===== config.mk =====
export PLATFORM = sky130hd
export DESIGN_NAME = usb_tx_source_flat
export DESIGN_NICKNAME = d
export VERILOG_FILES = /design/src/rtl/hsc_usb_pkg.sv /design/src/rtl/usb_tx_source_if.sv /design/src/rtl/usb_pattern_gen.sv /design/src/rtl/usb_tx_source.sv /design/src/flat_wrapper.sv
export SDC_FILE = /design/constraint.sdc
export NUM_CORES = 1
export LEC_CHECK = 0
export BUFFER_PORTS_ARGS = -buffer_cell sky130_fd_sc_hd__buf_2
export CAP_MARGIN = 20
export CORE_UTILIZATION = 30
export DETAILED_ROUTE_END_ITERATION = 8
export PLACE_DENSITY_LB_ADDON = 0.2
export SLEW_MARGIN = 20
export SYNTH_ARGS = -nofsm -noshare
export SYNTH_HDL_FRONTEND = slang
export SYNTH_SLANG_ARGS = --single-unit

===== constraint.sdc =====
create_clock -name clk -period 2.62 [get_ports clk]
set_clock_uncertainty 0.15 [all_clocks]
set_input_delay 0.393 -clock clk [delete_from_list [all_inputs] [get_ports clk]]
set_output_delay 0.393 -clock clk [all_outputs]
set_load 0.02 [all_outputs]

===== src/rtl/hsc_usb_pkg.sv =====
// Shared encodings and constants for the FX3 slave-FIFO test source:
// pattern modes, pattern seeds, LFSR taps and the transmit FSM states.
package hsc_usb_pkg;

  typedef enum logic [1:0] {
    MODE_INC  = 2'b00,
    MODE_WALK = 2'b01,
    MODE_ALT  = 2'b10,
    MODE_LFSR = 2'b11
  } mode_e;

  typedef enum logic [1:0] {
    ST_IDLE = 2'd0,
    ST_SEND = 2'd1,
    ST_GAP  = 2'd2,
    ST_DONE = 2'd3
  } tx_state_e;

  localparam logic [31:0] SEED_INC   = 32'h0000_0000;
  localparam logic [31:0] SEED_WALK  = 32'h0000_0001;
  localparam logic [31:0] SEED_ALT   = 32'h5555_5555;
  localparam logic [31:0] SEED_LFSR  = 32'hFFFF_FFFF;
  // Galois taps for x^32 + x^22 + x^2 + x + 1
  localparam logic [31:0] LFSR_TAPS  = 32'h8020_0003;

  function automatic logic [31:0] seedFor(input mode_e mode);
    logic [31:0] seed;
    unique case (mode)
      MODE_INC:  seed = SEED_INC;
      MODE_WALK: seed = SEED_WALK;
      MODE_ALT:  seed = SEED_ALT;
      default:   seed = SEED_LFSR;
    endcase
    return seed;
  endfunction

endpackage


===== src/rtl/usb_tx_source_if.sv =====
// Valid/ready word stream from the test source into the FX3 write side.
interface usb_tx_source_if #(
  parameter int DATA_W = 32
);
  logic [DATA_W-1:0] tx_data;
  logic              tx_valid;
  logic              tx_last;
  logic              tx_ready;

  modport master (output tx_data, output tx_valid, output tx_last, input tx_ready);
  modport slave  (input tx_data, input tx_valid, input tx_last, output tx_ready);
endinterface


===== src/rtl/usb_pattern_gen.sv =====
// Test-pattern register: loads the seed of the selected mode and steps to
// the next pattern word each time a word is accepted.
module usb_pattern_gen
  import hsc_usb_pkg::*;
(
  input  logic        clk,
  input  logic        rst,
  input  logic        i_load,
  input  logic        i_advance,
  input  mode_e       i_mode,
  output logic [31:0] o_word
);

  logic [31:0] r_word;
  logic [31:0] w_next;

  always_comb begin
    w_next = r_word;
    unique case (i_mode)
      MODE_INC:  w_next = r_word + 32'd1;
      MODE_WALK: w_next = {r_word[30:0], r_word[31]};
      MODE_ALT:  w_next = ~r_word;
      default:   w_next = r_word[0] ? ((r_word >> 1) ^ LFSR_TAPS) : (r_word >> 1);
    endcase
  end

  always_ff @(posedge clk or posedge rst) begin
    if (rst) begin
      r_word <= '0;
    end else if (i_load) begin
      r_word <= seedFor(i_mode);
    end else if (i_advance) begin
      r_word <= w_next;
    end
  end

  assign o_word = r_word;

endmodule


===== src/rtl/usb_tx_source.sv =====
// Burst packet source for the FX3 write path: fixed-length packets of
// test-pattern words with tx_last on the final word and optional idle gaps.
module usb_tx_source
  import hsc_usb_pkg::*;
#(
  parameter int DATA_W     = 32,
  parameter int PKT_WORDS  = 256,
  parameter int GAP_CYCLES = 4,
  parameter int CNT_W      = 16
) (
  input  logic             clk,
  input  logic             rst,
  input  logic             i_enable,
  input  logic [1:0]       i_mode,
  input  logic [CNT_W-1:0] i_pkt_num,
  usb_tx_source_if.master  tx,
  output logic             o_busy,
  output logic             o_done,
  output logic [CNT_W-1:0] o_pkt_cnt
);

  localparam int WCNT_W     = (PKT_WORDS > 1) ? $clog2(PKT_WORDS) : 1;
  localparam int GCNT_W     = (GAP_CYCLES > 1) ? $clog2(GAP_CYCLES) : 1;
  localparam int GAP_LAST_I = (GAP_CYCLES > 0) ? GAP_CYCLES - 1 : 0;
  localparam logic [WCNT_W-1:0] LAST_WORD = WCNT_W'(PKT_WORDS - 1);
  localparam logic [GCNT_W-1:0] GAP_LAST  = GCNT_W'(GAP_LAST_I);

  tx_state_e         r_state;
  tx_state_e         w_next;
  mode_e             r_mode;
  logic [CNT_W-1:0]  r_pktNum;
  logic [CNT_W-1:0]  r_pktCnt;
  logic [WCNT_W-1:0] r_wordCnt;
  logic [GCNT_W-1:0] r_gapCnt;

  logic              w_start;
  logic              w_accept;
  logic              w_isLast;
  logic              w_burstEnd;
  logic              w_gapEnd;
  logic [CNT_W-1:0]  w_pktCntInc;
  mode_e             w_genMode;
  logic [31:0]       w_word;

  // The seed is loaded in the same edge that latches mode, so IDLE feeds the live input.
  assign w_genMode = (r_state == ST_IDLE) ? mode_e'(i_mode) : r_mode;

  usb_pattern_gen u_pattern (
    .clk       (clk),
    .rst       (rst),
    .i_load    (w_start),
    .i_advance (w_accept),
    .i_mode    (w_genMode),
    .o_word    (w_word)
  );

  always_comb begin
    w_next      = r_state;
    w_start     = 1'b0;
    w_accept    = 1'b0;
    w_isLast    = (r_wordCnt == LAST_WORD);
    w_pktCntInc = (r_pktCnt == '1) ? r_pktCnt : r_pktCnt + 1'b1;
    w_burstEnd  = ((r_pktNum != '0) && (w_pktCntInc == r_pktNum)) || !i_enable;
    w_gapEnd    = (r_gapCnt == GAP_LAST);
    unique case (r_state)
      ST_IDLE: begin
        if (i_enable) begin
          w_start = 1'b1;
          w_next  = ST_SEND;
        end
      end
      ST_SEND: begin
        w_accept = tx.tx_ready;
        if (w_accept && w_isLast) begin
          if (w_burstEnd)           w_next = ST_DONE;
          else if (GAP_CYCLES == 0) w_next = ST_SEND;
          else                      w_next = ST_GAP;
        end
      end
      ST_GAP: begin
        if (w_gapEnd) w_next = i_enable ? ST_SEND : ST_DONE;
      end
      default: w_next = ST_IDLE;
    endcase
  end

  always_ff @(posedge clk or posedge rst) begin
    if (rst) begin
      r_state   <= ST_IDLE;
      r_mode    <= MODE_INC;
      r_pktNum  <= '0;
      r_pktCnt  <= '0;
      r_wordCnt <= '0;
      r_gapCnt  <= '0;
    end else begin
      r_state <= w_next;
      if (w_start) begin
        r_mode    <= mode_e'(i_mode);
        r_pktNum  <= i_pkt_num;
        r_pktCnt  <= '0;
        r_wordCnt <= '0;
      end else if (w_accept) begin
        r_wordCnt <= w_isLast ? '0 : r_wordCnt + 1'b1;
        if (w_isLast) r_pktCnt <= w_pktCntInc;
      end
      r_gapCnt <= (r_state == ST_GAP) ? r_gapCnt + 1'b1 : '0;
    end
  end

  assign tx.tx_valid = (r_state == ST_SEND);
  assign tx.tx_last  = (r_state == ST_SEND) && w_isLast;
  assign tx.tx_data  = (r_state == ST_SEND) ? DATA_W'(w_word) : '0;
  assign o_busy      = (r_state != ST_IDLE);
  assign o_done      = (r_state == ST_DONE);
  assign o_pkt_cnt   = r_pktCnt;

endmodule


===== src/flat_wrapper.sv =====
// flat-port wrapper written by rule: the top's interface ports become plain ports
module usb_tx_source_flat import hsc_usb_pkg::*;
#(
  parameter int DATA_W     = 32,
  parameter int PKT_WORDS  = 256,
  parameter int GAP_CYCLES = 4,
  parameter int CNT_W      = 16
)
  (clk, rst, i_enable, i_mode, i_pkt_num, o_busy, o_done, o_pkt_cnt, tx_tx_data, tx_tx_valid, tx_tx_last, tx_tx_ready);
  usb_tx_source_if #(.DATA_W(DATA_W)) tx_i ();
  input  logic clk;
  input  logic rst;
  input  logic i_enable;
  input  logic [1:0] i_mode;
  input  logic [CNT_W-1:0] i_pkt_num;
  output logic o_busy;
  output logic o_done;
  output logic [CNT_W-1:0] o_pkt_cnt;
  output wire logic [$bits(tx_i.tx_data)-1:0] tx_tx_data;
  output wire logic [$bits(tx_i.tx_valid)-1:0] tx_tx_valid;
  output wire logic [$bits(tx_i.tx_last)-1:0] tx_tx_last;
  input wire logic [$bits(tx_i.tx_ready)-1:0] tx_tx_ready;
  assign tx_tx_data = tx_i.tx_data;
  assign tx_tx_valid = tx_i.tx_valid;
  assign tx_tx_last = tx_i.tx_last;
  assign tx_i.tx_ready = tx_tx_ready;
  usb_tx_source #(.DATA_W(DATA_W), .PKT_WORDS(PKT_WORDS), .GAP_CYCLES(GAP_CYCLES), .CNT_W(CNT_W)) u_core (.clk(clk), .rst(rst), .i_enable(i_enable), .i_mode(i_mode), .i_pkt_num(i_pkt_num), .tx(tx_i), .o_busy(o_busy), .o_done(o_done), .o_pkt_cnt(o_pkt_cnt));
endmodule

==> metrics.txt <==
status=finished, final reports clean; Reg power frac=43.7%; Critical Path Source=u_core.o_pkt_cnt[0]$_DFFE_PP0P_; R2R Path End=u_core.r_state[0]$_DFFE_PP0P_; Worst Tran Pin Value=911.3 ps; combinational share of power=between 10% and 20%; switching power share of the total=30.63%; CP startpoint kind=flip-flop; most frequent cell after synthesis=nand2_1; DR WL/cell=~17 um; post-synthesis area per instance=7.633 um2; switching power=between 0.0009 and 0.001 W; Die Wd=around 140 um; register bit total from synthesis=78; cells after synthesis=744; area of the mapped netlist=approximately 5700 um2; Ports=74; Row Count=49; area of the multi-input gates=3515 um2; DR iter-0 viols=about 600; Total GRT Usage=19.79%; clock network power share=38.9%; Area contributors post-synth=dfrtp_1 34%, nand2_1 8.6%, a21oi_1 5.2%; Worst EP arrival=approximately 2700 ps; DRC errors left=0; H-tree depth=3; Reg clk slew, reported paths=70 ps; maxcap violations=0; CTS tree=yes; sequential share of the synthesized area=34.37%; P_int=0.002175 W; Remaining Overflow, GRT=0; Die Height=139.6 um; EDFF count, synth=0; Syn Nets=770; final setup violation count=0; gpl congestion=0.8950; fmax=roughly 390 MHz; Yosys top cell by area=dfrtp_1; Area Growth Syn to Fin=26.31%; First-pass DRT Iterations=5; Max Slew Vio Count=0; vias per cell=around 5.5; RSZ-0062 raised after global routing=yes; Relative slew margins=39.02%; Setup crit end kind=flip-flop; I/O Buffers=73; WS Path Type=reg2reg; Die Footprint=19490 um2; initial antenna violation count=0; share of the synthesized area in the top cell type=roughly 34%; Hold Vio Cnt, Final=0; CORE AREA=18270 um2; pwr/cell area=437.1 nW/um2; synth cell count leaders=130 x nand2_1, 78 x dfrtp_1, 59 x a21oi_1; Leak=3.178 nW; clk buf depth=2; Worst R2R Setup Slack=30 ps; Inst Count DP=1061; CTS root buf=clkbuf_16; nets@finish=between 800 and 900; Synth cell types=68; clock sink total=78; ys flop type=dfrtp_1; worst-path fanout max=7; fraction of registers with async set/reset=100.0%; dpl hpwl=about 13000 um; latest clock arrival within the worst-skew pair=350 ps; R2R depth=7; vias in the first global route=5376; antenna cells=0; final std cells w/o fill=1084; global-route wire length before repair=30520 um; layout cells sized above 1=24.21%; total CTS buffers=9; # fillers=1963; CP Data Required Time=2750 ps; Setup crit end=u_core.r_state[0]$_DFFE_PP0P_; largest net degree at the start of global routing=79; worst min path class=in2reg; Antenna Nets Post-Route=0; DRT Wirelength=18820 um; Via Count=approximately 6k; Initial Utilization=31.08%; YS warnings=0; PnR Total Power=roughly 0.0031 W; reg2reg start=u_core.o_pkt_cnt[0]$_DFFE_PP0P_; Worst VDD drop=267.6 uV; FF/Latch Area=1957 um2; period utilisation layout=98.99%; Final Critical Period=between 2000 and 3000 ps
## placed cells by master (no fill, tap or decap), types with 3 or more instances in the layout
master,instances
a211oi_1,10
a21oi_1,59
a221oi_1,4
a22oi_1,3
a311oi_1,6
a31oi_1,14
and2_1,38
and3_1,9
and4_1,7
buf_12,3
buf_2,73
buf_4,84
clkbuf_16,9
dfrtp_1,74
dfrtp_2,4
ha_1,3
inv_1,14
inv_6,3
mux2i_1,5
nand2_1,130
nand3_1,33
nand4_1,9
nor2_1,53
nor3_1,23
nor4_1,8
nor4_2,3
o2111ai_1,6
o211ai_1,10
o21ai_0,34
o21ai_1,5
o31ai_1,3
or3_1,9
or4_1,3
xnor2_1,20
xor2_1,19
## area by class of cell
cell class                      instances  area share (%)
Timing Repair Buffer                  162           15.02
Clock buffer                            9           3.140
Clock inverter                          7          0.7675
Multi-Input combinational cell        584           49.00
Sequential cell                        78           27.28
Tap cell                              229           3.994
Inverter                               15          0.8024
## registers in the layout, indices dropped and copies added, names as in the netlist
signal                   cells
u_core.o_pkt_cnt            16
u_core.r_gapCnt              2
u_core.r_mode                2
u_core.r_pktNum             16
u_core.r_state               2
u_core.r_wordCnt             8
u_core.u_pattern.o_word     32
## critical path, cell delays in order (launching register included)
cell	delay, ps
dfrtp_2	420
buf_4	180
xnor2_1	360
mux2_4	220
a21oi_1	50
or4_1	540
or4_1	480
o21ai_1	120
## what timing repair did
action                                 CTS  global route
setup endpoints to repair                1             5
hold buffers                             1             0
endpoints found under the hold margin    3             0
buffers inserted                         2             4
pin swaps                                1             3
resized for setup                        0            15
## power groups by stage
stage               sequential [W]  combinational [W]  clock, W
finish                     0.00137           0.000547   0.00122
global route               0.00138           0.000616   0.00130
floorplan                  0.00136           0.000379         0
global placement           0.00139           0.000544         0
CTS                        0.00137           0.000550   0.00125
detailed placement         0.00139           0.000547         0
## per-layer routing
metal	global-route usage (%)	up-vias	part of all wire, %	wire, um
met4	5.147	0	1.1	213
met2	28.25	179	42	7878
met3	3.441	19	5.6	1053
met1	30.30	2855	51	9677
met5	0	-	0	0
li1	-	2880	-	-
## through the flow
| stage | util, % | area, um2 | setup slack (ps) | TNS [ps] | hold slack [ps] |
|---|---|---|---|---|---|
| after detailed placement | 37.04 | 6766 | -9.610 | -9.610 | 290.2 |
| after CTS | 38.71 | 7072 | -13.52 | -13.52 | 65.68 |
| after global placement | 37.04 | 6766 | 15.11 | 0 | 281.9 |
| after global routing | 39.26 | 7173 | -87.57 | -87.57 | 70.79 |
| final | 39.26 | 7173 | 26.39 | 0 | 78.56 |
| after floorplan | - | 5709 | -206.3 | -392.5 | 263.9 |
## how the worst min path moves through the flow
stage          cells past startpoint                          from                              to  slack (ps)
2_1_floorplan                      1  u_core.r_gapCnt[0]$_DFF_PP0_    u_core.r_gapCnt[0]$_DFF_PP0_         260
3_3_place_gp                       1  u_core.r_gapCnt[0]$_DFF_PP0_    u_core.r_gapCnt[0]$_DFF_PP0_         280
5_1_grt                            3                  i_pkt_num[3]  u_core.r_pktNum[3]$_DFFE_PP0P_          70
4_1_cts                            3                  i_pkt_num[0]  u_core.r_pktNum[0]$_DFFE_PP0P_          70
3_5_place_dp                       1  u_core.r_gapCnt[0]$_DFF_PP0_    u_core.r_gapCnt[0]$_DFF_PP0_         290
6_report                           3                  i_pkt_num[0]  u_core.r_pktNum[0]$_DFFE_PP0P_          80
## kinds of logic after synthesis
logic type	after synthesis	share of synthesized area, %
and+or+nand+nor	348	30.65
AOI/OAI and AO/OA	185	21.08
buffers and inverters	82	5.552
DFF	78	34.37
xor gates and xnor gates	39	6.015
muxes	8	1.454
adders and majority gates	4	0.8813
No activity file was read; power rests on OpenSTA's default activity.
